===== src/rtl/fib_table_seq.sv =====
// Fibonacci table with LOOKUP and FLOOR request service.
// After reset the table F(0..DEPTH-1) is filled one entry per cycle, with
// overflow detection at WIDTH+1 bits. Requests are then served one at a time:
//   LOOKUP returns F(idx) one cycle after accept.
//   FLOOR returns the largest k with F(k) <= val, found by a downward scan
//   from max_idx.
// Handshakes: a request transfers on a clock edge where req_valid & req_ready.
// A response is presented with rsp_valid and held stable until an edge where
// rsp_valid & rsp_ready. Only one request is outstanding at any time.
module fib_table_seq #(
  parameter int WIDTH = 23,
  parameter int DEPTH = 33,
  parameter int IDX_W = 6
) (
  input  logic             clk,
  input  logic             rst,
  output logic             init_done,
  input  logic             req_valid,
  output logic             req_ready,
  input  logic             req_op,
  input  logic [IDX_W-1:0] req_idx,
  input  logic [WIDTH-1:0] req_val,
  output logic             rsp_valid,
  input  logic             rsp_ready,
  output logic [WIDTH-1:0] rsp_data,
  output logic [IDX_W-1:0] rsp_idx,
  output logic             rsp_err,
  output logic [2:0]       dbg_state
);

  typedef enum logic [2:0] {
    S_INIT = 3'd0,
    S_IDLE = 3'd1,
    S_LOOK = 3'd2,
    S_SRCH = 3'd3,
    S_RESP = 3'd4
  } state_t;

  // Address width of the table storage; IDX_W is at least this wide.
  localparam int AW = (DEPTH > 1) ? $clog2(DEPTH) : 1;
  // DEPTH at IDX_W+1 bits so the fill counter can reach it even when DEPTH = 2**IDX_W.
  localparam logic [IDX_W:0] DEPTH_X = (IDX_W+1)'(DEPTH);
  localparam logic [IDX_W:0] CNT_ONE = (IDX_W+1)'(1);
  localparam logic [IDX_W:0] CNT_TWO = (IDX_W+1)'(2);
  localparam logic [IDX_W-1:0] IDX_ONE = IDX_W'(1);

  state_t r_state;
  state_t w_next_state;

  // Table storage (not reset; always fully rewritten after reset).
  logic [WIDTH-1:0] r_mem [0:DEPTH-1];

  // Fill datapath
  logic [IDX_W:0]   r_fill_cnt;
  logic [WIDTH-1:0] r_fib_a;     // F(c-2)
  logic [WIDTH-1:0] r_fib_b;     // F(c-1)
  logic             r_ovf;       // a carry-out has been seen; later entries are invalid
  logic [IDX_W-1:0] r_max_idx;   // last representable index
  logic [WIDTH:0]   w_sum;
  logic [WIDTH-1:0] w_fill_val;
  logic             w_fill_we;
  logic             w_carry;
  logic             w_fill_done;

  // Request / search datapath
  logic [IDX_W-1:0] r_req_idx;
  logic [WIDTH-1:0] r_req_val;
  logic [IDX_W-1:0] r_k;         // next table index to read during the scan
  logic [WIDTH-1:0] r_rd_data;   // F(r_rd_k), registered read
  logic [IDX_W-1:0] r_rd_k;
  logic             r_rd_vld;
  logic             w_accept;
  logic             w_hit;
  logic             w_look_ok;
  logic [AW-1:0]    w_look_addr;
  logic [AW-1:0]    w_srch_addr;
  logic [AW-1:0]    w_fill_addr;
  logic [WIDTH-1:0] w_look_rd;

  // Response registers
  logic             r_rsp_valid;
  logic [WIDTH-1:0] r_rsp_data;
  logic [IDX_W-1:0] r_rsp_idx;
  logic             r_rsp_err;

  assign w_sum       = {1'b0, r_fib_a} + {1'b0, r_fib_b};
  assign w_fill_we   = (r_state == S_INIT) && (r_fill_cnt < DEPTH_X);
  assign w_fill_done = (r_fill_cnt == DEPTH_X);
  assign w_carry     = (r_fill_cnt >= CNT_TWO) && w_sum[WIDTH];
  assign w_fill_addr = r_fill_cnt[AW-1:0];

  assign w_look_addr = r_req_idx[AW-1:0];
  assign w_srch_addr = r_k[AW-1:0];
  assign w_look_ok   = ({1'b0, r_req_idx} < DEPTH_X) && (r_req_idx <= r_max_idx);
  assign w_look_rd   = w_look_ok ? r_mem[w_look_addr] : '0;
  // F(0) = 0 satisfies any val, so the scan always terminates by k = 0.
  assign w_hit       = r_rd_vld && (r_rd_data <= r_req_val);

  assign rsp_valid = r_rsp_valid;
  assign rsp_data  = r_rsp_data;
  assign rsp_idx   = r_rsp_idx;
  assign rsp_err   = r_rsp_err;
  assign dbg_state = r_state;

  // Value written into the table entry selected by the fill counter.
  always_comb begin
    w_fill_val = w_sum[WIDTH-1:0];
    if (r_fill_cnt == '0) begin
      w_fill_val = '0;
    end else if (r_fill_cnt == CNT_ONE) begin
      w_fill_val = WIDTH'(1);
    end
  end

  // FSM state register.
  always_ff @(posedge clk or negedge rst) begin
    if (!rst) begin
      r_state <= S_INIT;
    end else begin
      r_state <= w_next_state;
    end
  end

  // FSM next state and handshake outputs.
  always_comb begin
    w_next_state = r_state;
    init_done    = 1'b1;
    req_ready    = 1'b0;
    w_accept     = 1'b0;
    case (r_state)
      S_INIT: begin
        init_done = 1'b0;
        if (w_fill_done) begin
          w_next_state = S_IDLE;
        end
      end
      S_IDLE: begin
        req_ready = 1'b1;
        if (req_valid) begin
          w_accept     = 1'b1;
          w_next_state = req_op ? S_SRCH : S_LOOK;
        end
      end
      S_LOOK: begin
        w_next_state = S_RESP;
      end
      S_SRCH: begin
        if (w_hit) begin
          w_next_state = S_RESP;
        end
      end
      S_RESP: begin
        if (rsp_ready) begin
          w_next_state = S_IDLE;
        end
      end
      default: begin
        init_done    = 1'b0;
        w_next_state = S_INIT;
      end
    endcase
  end

  // Table write port, active only while filling.
  always_ff @(posedge clk) begin
    if (w_fill_we) begin
      r_mem[w_fill_addr] <= w_fill_val;
    end
  end

  // Fill sequencing: running Fibonacci pair, overflow flag and max_idx.
  always_ff @(posedge clk or negedge rst) begin
    if (!rst) begin
      r_fill_cnt <= '0;
      r_fib_a    <= '0;
      r_fib_b    <= '0;
      r_ovf      <= 1'b0;
      r_max_idx  <= '0;
    end else if (w_fill_we) begin
      r_fill_cnt <= r_fill_cnt + CNT_ONE;
      r_fib_a    <= r_fib_b;
      r_fib_b    <= w_fill_val;
      if (w_carry) begin
        r_ovf <= 1'b1;
      end else if (!r_ovf) begin
        r_max_idx <= r_fill_cnt[IDX_W-1:0];
      end
    end
  end

  // Request capture and the pipelined downward scan (read k, compare k+1).
  always_ff @(posedge clk or negedge rst) begin
    if (!rst) begin
      r_req_idx <= '0;
      r_req_val <= '0;
      r_k       <= '0;
      r_rd_data <= '0;
      r_rd_k    <= '0;
      r_rd_vld  <= 1'b0;
    end else begin
      if (w_accept) begin
        r_req_idx <= req_idx;
        r_req_val <= req_val;
        r_k       <= r_max_idx;
        r_rd_vld  <= 1'b0;
      end else if (r_state == S_SRCH) begin
        r_rd_data <= r_mem[w_srch_addr];
        r_rd_k    <= r_k;
        r_rd_vld  <= 1'b1;
        if (r_k != '0) begin
          r_k <= r_k - IDX_ONE;
        end
      end
    end
  end

  // Response registers: load on LOOK or scan hit, clear valid on consume.
  always_ff @(posedge clk or negedge rst) begin
    if (!rst) begin
      r_rsp_valid <= 1'b0;
      r_rsp_data  <= '0;
      r_rsp_idx   <= '0;
      r_rsp_err   <= 1'b0;
    end else begin
      case (r_state)
        S_LOOK: begin
          r_rsp_valid <= 1'b1;
          r_rsp_data  <= w_look_rd;
          r_rsp_idx   <= r_req_idx;
          r_rsp_err   <= !w_look_ok;
        end
        S_SRCH: begin
          if (w_hit) begin
            r_rsp_valid <= 1'b1;
            r_rsp_data  <= r_rd_data;
            r_rsp_idx   <= r_rd_k;
            r_rsp_err   <= 1'b0;
          end
        end
        S_RESP: begin
          if (rsp_ready) begin
            r_rsp_valid <= 1'b0;
          end
        end
        default: begin
        end
      endcase
    end
  end

endmodule


===== config.mk =====
export PLATFORM = sky130hd
export DESIGN_NAME = fib_table_seq
export DESIGN_NICKNAME = d
export VERILOG_FILES = /design/src/rtl/fib_table_seq.sv
export SDC_FILE = /design/constraint.sdc
export NUM_CORES = 1
export LEC_CHECK = 0
export BUFFER_PORTS_ARGS = -buffer_cell sky130_fd_sc_hd__buf_2
export CAP_MARGIN = 20
export CORE_UTILIZATION = 63
export CTS_CLUSTER_DIAMETER = 200
export DETAILED_ROUTE_END_ITERATION = 10
export PLACE_DENSITY = 0.86
export SYNTH_ARGS = -nofsm -noshare
export SYNTH_HDL_FRONTEND = slang
export SYNTH_SLANG_ARGS = --single-unit
export TNS_END_PERCENT = 100

===== constraint.sdc =====
create_clock -name clk -period 11.6 [get_ports clk]
set_clock_uncertainty 0.2 [all_clocks]
set_input_delay 1.16 -clock clk [delete_from_list [all_inputs] [get_ports clk]]
set_output_delay 1.16 -clock clk [all_outputs]
set_load 0.01 [all_outputs]

==> summary.txt <==
part of the power in combinational logic - 0.390
placeable core region - 0.0675 mm^2
combinational family with the most area after synthesis - multiplexers
required time at the endpoint of the critical path - 11.75 ns
XOR/XNOR share of the synthesized area - 0.00507
first drt pass iteration count - 7
adder-cell share of the synthesized area - 0.0170
Synth Warn # - 0
cell area power density - 283 mW/mm^2
final hold violation count - 0
hold buffer count at CTS - 0
R2R depth - 7
Clock Latency Late Sink - 0.68 ns
Layout area overhead - 11.2%
Area contributors post-synth - edfxtp_1, mux4_2, dfrtp_1
total wire length after detailed routing - 136000 um
post-synthesis instance area - 0.0432 mm^2
placer's final routability congestion estimate - 0.893
total DRC errors in the routed layout - 0
DRC marker count from the first detailed-route iteration - 4924
via total after detailed routing - 29200
per-cell via count in the routed design - 7.91
number of global-route vias before repair - 29900
layout cells sized above 1 - 0.253
Post-Syn Area per Cell - 16.1 um^2
Setup TNS Final - 0 ns
Max-Cap Viols - 0
number of post-CTS setup repair buffers - 0
total leakage power - 17.0 nW
overall global routing resource usage - 0.396
Peak supply drop - 0.443 mV
Port Buffers - 69
slew at the pin with the worst max-slew slack - 1.28 ns
global-route wire length before repair - 198000 um
number of buffers on the longest clock path - 3
clk root buf - clkbuf_16
Max H-tree Level - 3
Die Footprint - 0.0697 mm^2
number of endpoints failing setup at the final stage - 0
Net Sw Power - 5.13 mW
Bufs and invs on worst path - 1
worst r2r src - r_fill_cnt[2]
Setup crit end kind - flip-flop
Slew Limit Headroom - 0.142
Synth top area share - 0.527
number of standard-cell rows in the floorplan - 95
synthesized-area fraction occupied by ao, oa, aoi and oai cells - 0.0531
family with the most delay on the worst path - simple AND/OR/NAND/NOR gates
switching share of total power - 0.378
Distinct cells, synth - 66
critical-path cell list - or3_1, o31ai_2, nand3_2, nor2_1, nand3_1, and4bb_1, buf_4
setup slack of the worst register-to-register path - 6.46 ns
simple-gate area share of the yosys netlist - 0.0577
CTS tree - yes
data arrival time at the worst-slack endpoint - 5.29 ns
net count reported at finish - 2835
path class of the lowest-slack min-delay path - in -> async
quantity of gates resized following cts - 0
critical path fanouts, max - 46
placed wire-length estimate after detailed placement - 74900 um
Top-Level Pins - 70
Internal Power - 8.45 mW
cell accounting for the most synthesized area - edfxtp_1
Setup Crit Path Kind - reg -> reg
mux cell area share after synthesis - 0.225
RSZ-0062 raised after global routing - false
overall die height - 264 um
Seq pwr share - 0.380
terminus of the critical flop-to-flop path - r_mem[31][17]
Post-Synthesis Net Count - 2777
floorplan die width - 264 um
number of synthesized register bits - 918
per-cell routed wire length - 36.9 um
crit path time final - 5.14 ns
number of nets still failing antenna checks after routing - 0
worst setup slack before clock tree synthesis - 6.71 ns
number of max-slew violations in the final report - 0
sequential-to-total area share from yosys stat - 0.619
number of buffers inserted during clock tree synthesis - 90
total overflow reported by the global router - 0
Gate Count Post-Synth - 2685
max incr delay on CP - 1.09 ns
share of power burned in the clock network - 0.230
achievable clock frequency - 195 MHz
largest net degree at the start of global routing - 156
Post-synth EDFFs - 759
initial antenna violation count - 7
predominant post-synthesis flop cell - edfxtp_1
initial cell density of the core - 0.640
kind of start point of the critical path - flip-flop
number of clock sinks - 918
CP max stage cell - and4bb_1
status - completed
FFs w/ async S/R, synth - 0.173
portion of the clock cycle consumed by the worst path in the final layout - 0.443
clock input transition at the sequential cells of the worst setup and hold paths - 0.06 ns
final critical-path setup slack - 6.46 ns
cell usage after synthesis (8+ instances only):
library cell / instances
edfxtp_1: 759
o31ai_1: 13
dfrtp_1: 159
a31oi_1: 32
buf_2: 54
mux2i_1: 224
a22oi_1: 89
and2_1: 28
o211ai_1: 25
xor2_1: 9
nor3_1: 15
mux4_2: 326
o22ai_1: 22
nor2_1: 105
inv_1: 50
nand2_1: 263
a21oi_1: 36
a211oi_1: 9
ha_1: 57
a21o_1: 8
xnor2_1: 16
nand3_1: 63
o41ai_1: 23
o21ai_0: 42
nand4_1: 28
buf_1: 9
clkbuf_1: 121
worst register-to-register path, stage by stage (launching register included):
cell and delay (ns):
dfrtp_1 0.55, or3_1 0.63, o31ai_2 0.34, nand3_2 0.79, nor2_1 0.49, nand3_1 0.30, and4bb_1 1.09, buf_4 0.43
kinds of logic after synthesis:
logic type / count (synthesis)
AND/OR/NAND/NOR: 552
adder cells (fa/ha/maj): 58
multiplexers: 562
flip-flops: 918
XOR/XNOR: 25
AO/OA/AOI/OAI: 332
buffers and inverters: 238
cells in the final DEF (no fill, tap or decap), drive strengths merged, types with 23 or more instances in the layout:
cell / netlist / layout
mux2i: 224 / 224
nand2: 263 / 263
nand4: 28 / 28
dfrtp: 159 / 159
nor2: 105 / 105
buf: 67 / 153
mux4: 326 / 326
o21ai: 48 / 48
ha: 57 / 57
a21oi: 36 / 36
inv: 50 / 53
nand3: 63 / 63
o211ai: 25 / 25
and2: 28 / 28
a22oi: 89 / 89
o41ai: 23 / 23
edfxtp: 759 / 759
clkinv: 0 / 34
clkbuf: 121 / 110
a31oi: 32 / 32
metrics by stage:
stage / cells / instance area [um^2] / utilization / total power, mW / hold WS, ns
after detailed placement: 3514 / 44800 / 0.663 / 10.1 / 0.265
after floorplan: 2685 / 43200 / - / 8.37 / 0.246
after global placement: 3510 / 44700 / 0.662 / 9.85 / 0.259
after CTS: 3678 / 47900 / 0.709 / 13.3 / 0.281
after global routing: 3688 / 48100 / 0.712 / 13.9 / 0.298
final: 3692 / 48100 / 0.712 / 13.6 / 0.281
state kept, by name, summed over array words and instances (netlist names):
signal and cells:
r_rd_vld 1, rsp_err 1, r_fib_b 23, dbg_state 3, r_ovf 1, r_req_val 23
r_k 6, rsp_idx 6, r_max_idx 6, r_mem 759, r_fib_a 23, r_fill_cnt 7
rsp_valid 1, r_rd_k 6, r_req_idx 6, r_rd_data 23, rsp_data 23
per-layer routing:
layer / wire length, um / GRT usage
met1: 41500 / 0.464
met2: 62000 / 0.609
met3: 21600 / 0.147
met4: 11200 / 0.273
met5: 149 / 0.0104
worst max-delay path by stage:
stage	slack [ns]	start	endpoint	cells past startpoint
finish	6.46	r_fill_cnt[2]	r_mem[31][17]	7
CTS	6.56	r_fill_cnt[2]	r_mem[31][13]	7
detailed placement	6.71	r_fill_cnt[2]	r_mem[31][17]	7
global route	6.36	r_fill_cnt[2]	r_mem[31][13]	7
floorplan	6.72	r_fill_cnt[1]	r_mem[15][0]	7
global placement	6.91	r_fill_cnt[2]	r_mem[31][17]	7
final cells by class:
type	instances	area (um^2)
Inverter	50	188
Clock inverter	55	706
Tap cell	873	1090
Sequential cell	918	26800
Clock buffer	109	2400
Fill cell	3723	19400
Multi-Input combinational cell	1529	15700
Antenna cell	4	10.0
Timing Repair Buffer	154	1140
power groups by stage:
stage,combinational [mW],sequential [mW],clock (mW)
floorplan,3.55,4.82,0
global placement,4.71,5.14,0
detailed placement,4.94,5.17,0
CTS,5.07,5.12,3.11
global route,5.48,5.17,3.22
finish,5.29,5.17,3.12
(Power assumes the default switching activity.)
